--- src/rtl/result_monitor.sv ---
// -----------------------------------------------------------------------------
// result_monitor
//   End-of-test monitor placed directly after the pipelined MIPS core. It
//   watches the core's result bus and reaches a verdict: PASS once the result
//   has sat at PASS_VALUE for STABLE consecutive RUN samples, FAIL when TIMEOUT
//   RUN samples have gone by without that. When the verdict is reached, every
//   counter and the signature stop changing until reset.
//
//   Optional feature macro: RESULT_MISR_EN
//     defined   - 32-bit MISR compacts the result stream during RUN
//     undefined - no MISR logic; signature is tied to zero
//
// Ports
//   clk         in   1      system clock, all state on the rising edge
//   reset       in   1      asynchronous active-low reset
//   result      in   WIDTH  core result bus, sampled every clock
//   done        out  1      verdict reached (pass | fail)
//   pass        out  1      PASS verdict
//   fail        out  1      FAIL verdict
//   cycles      out  CNT_W  number of RUN samples taken
//   changes     out  8      result changes seen in RUN, saturating at 255
//   last_result out  WIDTH  most recent result value that differed from the last
//   signature   out  32     MISR signature of the result stream
// -----------------------------------------------------------------------------
module result_monitor #(
  parameter int unsigned            WIDTH      = 32,
  parameter int unsigned            CNT_W      = 8,
  parameter int unsigned            TIMEOUT    = 33,
  parameter logic [WIDTH-1:0]       PASS_VALUE = WIDTH'(32'h0000_0007),
  parameter int unsigned            STABLE     = 4
) (
  input  logic             clk,
  input  logic             reset,
  input  logic [WIDTH-1:0] result,
  output logic             done,
  output logic             pass,
  output logic             fail,
  output logic [CNT_W-1:0] cycles,
  output logic [7:0]       changes,
  output logic [WIDTH-1:0] last_result,
  output logic [31:0]      signature
);

  localparam logic [CNT_W-1:0] TIMEOUT_C = CNT_W'(TIMEOUT);
  localparam logic [3:0]       STABLE_C  = 4'(STABLE);

  typedef enum logic [1:0] {
    S_IDLE = 2'd0,
    S_RUN  = 2'd1,
    S_PASS = 2'd2,
    S_FAIL = 2'd3
  } state_e;

  state_e             state_q, state_d;
  logic               pass_q, pass_d;
  logic               fail_q, fail_d;
  logic               done_q, done_d;
  logic [CNT_W-1:0]   cycles_q, cycles_d;
  logic [7:0]         changes_q, changes_d;
  logic [WIDTH-1:0]   last_q, last_d;
  logic [WIDTH-1:0]   prev_q, prev_d;
  logic [3:0]         match_q, match_d;
  logic [3:0]         match_nxt_s;

`ifdef RESULT_MISR_EN
  logic [31:0]        sig_q, sig_d;
  logic [31:0]        res32_s;

  // One MISR step: taps 31,21,1,0 feed the shifted-in bit, then fold in data.
  function automatic logic [31:0] misr_step(input logic [31:0] sig,
                                            input logic [31:0] data);
    logic fb;
    fb = sig[31] ^ sig[21] ^ sig[1] ^ sig[0];
    return {sig[30:0], fb} ^ data;
  endfunction

  // Result zero-extended or truncated to the 32-bit MISR width.
  always_comb begin
    res32_s = 32'(result);
  end
`endif

  // Match counter candidate: only consecutive samples at PASS_VALUE count.
  always_comb begin
    if (result == PASS_VALUE) begin
      match_nxt_s = match_q + 4'd1;
    end else begin
      match_nxt_s = 4'd0;
    end
  end

  // State register.
  always_ff @(posedge clk or negedge reset) begin
    if (!reset) begin
      state_q <= S_IDLE;
    end else begin
      state_q <= state_d;
    end
  end

  // Next-state logic; PASS is tested before the timeout so it wins a tie.
  always_comb begin
    state_d = state_q;
    case (state_q)
      S_IDLE: state_d = S_RUN;
      S_RUN: begin
        if (match_nxt_s == STABLE_C) begin
          state_d = S_PASS;
        end else if (cycles_q + CNT_W'(1) == TIMEOUT_C) begin
          state_d = S_FAIL;
        end else begin
          state_d = S_RUN;
        end
      end
      S_PASS:  state_d = S_PASS;
      S_FAIL:  state_d = S_FAIL;
      default: state_d = S_IDLE;
    endcase
  end

  // Verdict outputs decoded from the next state so they rise on the deciding edge.
  always_comb begin
    pass_d = (state_d == S_PASS);
    fail_d = (state_d == S_FAIL);
    done_d = pass_d | fail_d;
  end

  // Datapath next-state: counters and captured values move only in IDLE/RUN.
  always_comb begin
    cycles_d  = cycles_q;
    changes_d = changes_q;
    last_d    = last_q;
    prev_d    = prev_q;
    match_d   = match_q;
`ifdef RESULT_MISR_EN
    sig_d     = sig_q;
`endif
    case (state_q)
      S_IDLE: begin
        // Prime the change detector; nothing is counted on this edge.
        prev_d = result;
        last_d = result;
      end
      S_RUN: begin
        cycles_d = cycles_q + CNT_W'(1);
        if (result != prev_q) begin
          if (changes_q != 8'hFF) begin
            changes_d = changes_q + 8'd1;
          end else begin
            changes_d = changes_q;
          end
          prev_d = result;
          last_d = result;
        end else begin
          prev_d = prev_q;
        end
        match_d = match_nxt_s;
`ifdef RESULT_MISR_EN
        sig_d = misr_step(sig_q, res32_s);
`endif
      end
      S_PASS, S_FAIL: begin
        cycles_d = cycles_q;
      end
      default: begin
        cycles_d = cycles_q;
      end
    endcase
  end

  // Datapath and verdict registers.
  always_ff @(posedge clk or negedge reset) begin
    if (!reset) begin
      pass_q    <= 1'b0;
      fail_q    <= 1'b0;
      done_q    <= 1'b0;
      cycles_q  <= '0;
      changes_q <= 8'd0;
      last_q    <= '0;
      prev_q    <= '0;
      match_q   <= 4'd0;
    end else begin
      pass_q    <= pass_d;
      fail_q    <= fail_d;
      done_q    <= done_d;
      cycles_q  <= cycles_d;
      changes_q <= changes_d;
      last_q    <= last_d;
      prev_q    <= prev_d;
      match_q   <= match_d;
    end
  end

`ifdef RESULT_MISR_EN
  // Signature register, seeded with 1 so an all-zero stream still evolves.
  always_ff @(posedge clk or negedge reset) begin
    if (!reset) begin
      sig_q <= 32'h0000_0001;
    end else begin
      sig_q <= sig_d;
    end
  end

  assign signature = sig_q;
`else
  assign signature = 32'h0000_0000;
`endif

  assign pass        = pass_q;
  assign fail        = fail_q;
  assign done        = done_q;
  assign cycles      = cycles_q;
  assign changes     = changes_q;
  assign last_result = last_q;

endmodule

--- config.mk ---
export PLATFORM = sky130hd
export DESIGN_NAME = result_monitor
export DESIGN_NICKNAME = d
export VERILOG_FILES = /design/src/rtl/result_monitor.sv
export SDC_FILE = /design/constraint.sdc
export NUM_CORES = 1
export LEC_CHECK = 0
export BUFFER_PORTS_ARGS = -buffer_cell sky130_fd_sc_hd__buf_2
export CAP_MARGIN = 20
export CORE_ASPECT_RATIO = 0.75
export CORE_UTILIZATION = 47
export CTS_BUF_LIST = sky130_fd_sc_hd__clkbuf_8
export CTS_CLUSTER_SIZE = 8
export DETAILED_ROUTE_END_ITERATION = 16
export PLACE_DENSITY = 0.84
export SYNTH_ARGS = -nofsm -noshare
export SYNTH_HDL_FRONTEND = slang
export SYNTH_SLANG_ARGS = --single-unit
--- constraint.sdc ---
create_clock -name clk -period 2.1 [get_ports clk]
set_clock_uncertainty 0.1 [all_clocks]
set_input_delay 0.105 -clock clk [delete_from_list [all_inputs] [get_ports clk]]
set_output_delay 0.105 -clock clk [all_outputs]
set_load 0.01 [all_outputs]
* Yosys cells after proc, flatten, opt, wreduce, memory -nomap -nowiden *
Cells that the tools add are included.

storage, ports and cells
  memories = 0
  bits in latches = 0
  ROM bits = 0
  word-level logic and storage cells = 33
  RAM bits = 0
  bits in registers = 57

cells by class
  bitwise logic cells = 1
  $mul = 0
  mux-type cells = 6
  div/mod/pow operators = 0
  magnitude comparators = 0
  shift operators = 0
  reductions and logical operators = 4
  equal/unequal tests = 11
  add/sub/neg operators = 3

operator list
  kind                                            number
  one-hot mux 32 bit (2 select lines)             1
  == test 32 x 3 -> 1 bit, second input constant  1
  two-way mux 32 bit                              1
  != test 32 bit                                  1
  adder 8 x 1 -> 8 bit, second input constant     2
  == test 2 bit, second input constant            4
  == test 8 x 6 -> 1 bit, second input constant   1
  != test 8 bit, second input constant            1
  one-hot mux 2 bit (4 select lines)              1
  adder 4 x 1 -> 4 bit, second input constant     1
  == test 4 x 3 -> 1 bit, second input constant   1
  two-way mux 2 bit                               2
  two-way mux 4 bit                               1
  AND reduction 3 bit                             1
  == test 2 x 1 -> 1 bit, second input constant   1
  logical NOT 2 bit                               1
  != test 2 bit, second input constant            1
  AND reduction 2 bit                             1
  nonzero test 2 bit                              1
  OR 1 bit                                        1

* Longest topological paths before layout *
  depth in word-level cells = 7
  mapped depth = 6

* Least setup slack after synthesis *
OpenSTA, ideal clock, no wires.

  path kind = flip-flop to flip-flop
  from = register prev_q[16]
  to = register prev_q[0]
  required time = 1875 ps
  arrival time = 1842 ps
  stages on the path, launching flop included = 7
  setup time = 125 ps
  setup slack = 33 ps
  path buffers = 1
  period minus slack after synthesis = 2067 ps
  cell sequence = dfrtp_1 xnor2_1 nand4_1 nor4_4 a31oi_4 buf_6 mux2_4

between the ends
  longest elaborated chain between the ends = 3

ends and longest elaborated chain
  what                                  RTL line  text
  start, declared                       61        logic [WIDTH-1:0] prev_q, prev_d;
  start signal, assigned                189       prev_q <= prev_d;
  != test 32 bit                        146       if (result != prev_q) begin
  != test 2 bit (no source line)        n/a
  AND reduction 2 bit (no source line)  n/a

Every way passes these cells.
A chain may end at the register's enable or synchronous reset.

* Worst setup path in the final report *
  from = input result[5]
  to = register prev_q[19]

between the ends
  longest elaborated chain between the ends = 3

ends and longest elaborated chain
  what                                  RTL line  text
  start, declared                       34        input logic [WIDTH-1:0] result,
  != test 32 bit                        146
  != test 2 bit (no source line)        n/a
  AND reduction 2 bit (no source line)  n/a

Every way passes these cells.

==> metrics.cfg <==
[setup_path]
path_cells=dlygate4sd3_1, buf_2, xnor2_1, nand4_1, nor4_4, a31oi_4, clkbuf_16, mux2_4
critPathCaptureType=flop
cp-startpoint=result[5]
cp-start-kind=primary input
reg2reg_slack_ns=-0.08
max_stage_delay_ns=0.53
slowest_stage=dlygate4sd3_1
crit_type=in2reg
cp.arrival_ns=2.33
reg2reg_from=prev_q[1]
reg2reg_depth=6
worstReg2RegEnd=prev_q[19]
cp_max_fo=6
crit_required_ns=2.22

[timing]
slew_viol_final=0
grt_setup_unrepaired=yes
hold_viol=0
max_freq_ghz=0.452
period_share=1.05
setup_viol=33
max_slew_margin=0.661
holdWs_ns=0.206
tightest_slew_ns=0.496
finalWorstSetupSlack_ns=-0.111
min_period_ns=2.21
finalSetupTns_ns=-2.83

[clock_network]
cts_htree_levels=3
numCtsBuffers=9
clockRootBuffer=clkbuf_8
clk_pin_slew_ns=0.06
clkSinkCount=57
clk_latency_ns=0.35
cts_tree=done
cts.path.max_buffers=2

[power]
clockPowerShare=0.373
cellInternalPower_mw=1.79
power_mw=2.45
power.share.sequential=0.477
peakVddDrop_v=0.000408
powerDensity_nw_per_um2=561
p_leak_nw=2.03
p_sw_frac=0.268
power.switching_mw=0.657
combPwrFrac=0.150

[global_routing]
grt_max_degree=58
grt_pass1_vias=2578
grtUsageTotal=0.242
grt_pass1_wl_mm=13.0
grt_antenna_before_repair=0
grt_remaining_overflow=0

[run]
cap_violations=0

[run_status]
status=complete, but fails checks
violations=design-rule violations, negative setup slack

[yosys]
synth_area_leaders=dfrtp_1, mux2_4, xnor2_1, buf_4, xor2_1
yosys-top-cells-count=dfrtp_1, xnor2_1, buf_4
yosysWarnings=0
syn_area_um2=3230
synth.most_common_cell=dfrtp_1
synth_top_cell_by_area=dfrtp_1
synth-async-reset-ratio=1.00
synthCells=274
ys_seq_area_frac=0.441
yosys.area.top_type_share=0.441
ys_ff_latch=57
synthFlopType=dfrtp_1
syn_area_per_cell_um2=11.8
synth.distinct_cells=37
synth_edf_count=0

[placement]
place_inst=442
dp_hpwl_mm=5.37
io_buffers=84
place_area_um2=3680
place.gp.congestion=0.864
pre_cts_slack_ns=0.0245

[die]
core_um2=6470
die-area_um2=7220
chipHeight_um=73.8
die_x_um=97.8
rows=25
io_pins=117
start_util=0.500

[cells_and_area]
final_area_um2=4360
nNetsFinal=446
syn2layout_area_growth_pct=34.9
n_antenna_cell=0
fillerInstances=455
fin_cells=494
fin_util=0.674
drive_above_1_share=0.390

[detailed_routing]
first_iter_violations=183
viasPerCell=5.25
totalWireLength_mm=8.87
drc=14
vias=2592
wl_per_cell_um=18.0
dr.pass1.iters=11
ant_nets=0

[min_path]
hold_path_class=in2async

how the worst max path moves through the flow:
| stage | to | slack (ns) | cells past startpoint |
|---|---|---|---|
| 2_1_floorplan | prev_q[0] | 0.03 | 6 |
| 3_3_place_gp | prev_q[2] | 0.06 | 6 |
| 3_5_place_dp | prev_q[0] | 0.02 | 6 |
| 4_1_cts | prev_q[4] | 0.009 | 6 |
| 5_1_grt | prev_q[10] | -0.19 | 6 |
| 6_report | prev_q[19] | -0.11 | 8 |
power groups by stage:
stage	registers (mW)	logic (mW)	clock network, mW
6_report	1.17	0.368	0.914
5_1_grt	1.17	0.393	0.980
4_1_cts	1.16	0.336	0.933
3_5_place_dp	1.18	0.287	0
3_3_place_gp	1.18	0.280	0
2_1_floorplan	1.19	0.177	0
worst max-delay path, delay by kind of cell:
| family | cells | cell delay (ns) |
|---|---|---|
| AOI/OAI and AO/OA | 1 | 0.22 |
| buffers and inverters | 3 | 0.90 |
| and+or+nand+nor | 2 | 0.56 |
| muxes | 1 | 0.30 |
| xor gates and xnor gates | 1 | 0.25 |
state kept, by name (all words and copies together), names as in the netlist:
signal   count
done         1
cycles       8
prev_q      32
fail         1
changes      8
match_q      4
pass         1
state_q      2
cells by family (layout without fill, tap and decap cells):
kind of cell / count (synthesis) / in the layout / share of synthesized area
AO/OA/AOI/OAI: 24 / 24 / 0.0503
XOR/XNOR: 49 / 49 / 0.133
adder cells (fa/ha/maj): 4 / 4 / 0.0155
buffers and inverters: 46 / 154 / 0.0979
flip-flops: 57 / 57 / 0.441
multiplexers: 33 / 33 / 0.150
other: 1 / 32 / 0.00116
AND/OR/NAND/NOR: 60 / 60 / 0.112
layout by cell type (no fill, tap or decap), types with 8 or more instances in the layout:
master | netlist | routed
nand3_1 | 8 | 8
xnor2_2 | 0 | 11
dlygate4sd3_1 | 0 | 33
nand2_1 | 11 | 11
clkbuf_8 | 0 | 11
mux2_4 | 30 | 31
conb_1 | 1 | 32
xnor2_1 | 37 | 26
inv_1 | 10 | 12
buf_2 | 1 | 82
nand4_1 | 13 | 13
xor2_1 | 12 | 12
dfrtp_1 | 57 | 57
final cells by class:
class / instances / area, µm² / share of cell area
clock buffers: 11 / 151 / 0.0347
clock inverters: 5 / 22.5 / 0.00516
inverters: 10 / 37.5 / 0.00860
multi-input cells: 202 / 1720 / 0.394
flip-flops and latches: 57 / 1430 / 0.327
well taps: 81 / 101 / 0.0232
repair buffers: 128 / 906 / 0.208
metal layers:
metal  vias up  GRT usage  part of all wire
li1       1166          -                 -
met1      1266      0.286              0.40
met2       122      0.394              0.49
met3        38     0.0733             0.064
met4         0      0.153             0.045
met5         -          0                 0
what timing repair did:
| action | in CTS | in global routing |
|---|---|---|
| pin swaps | 1 | 7 |
| hold buffers | 33 | 0 |
| gates resized for setup | 1 | 16 |
| setup endpoints to repair | 3 | 41 |
| gates cloned | 0 | 3 |
| endpoints found under the hold margin | 89 | 0 |
| buffers inserted | 0 | 4 |
Note: power is estimated with default switching activity, not from simulation.
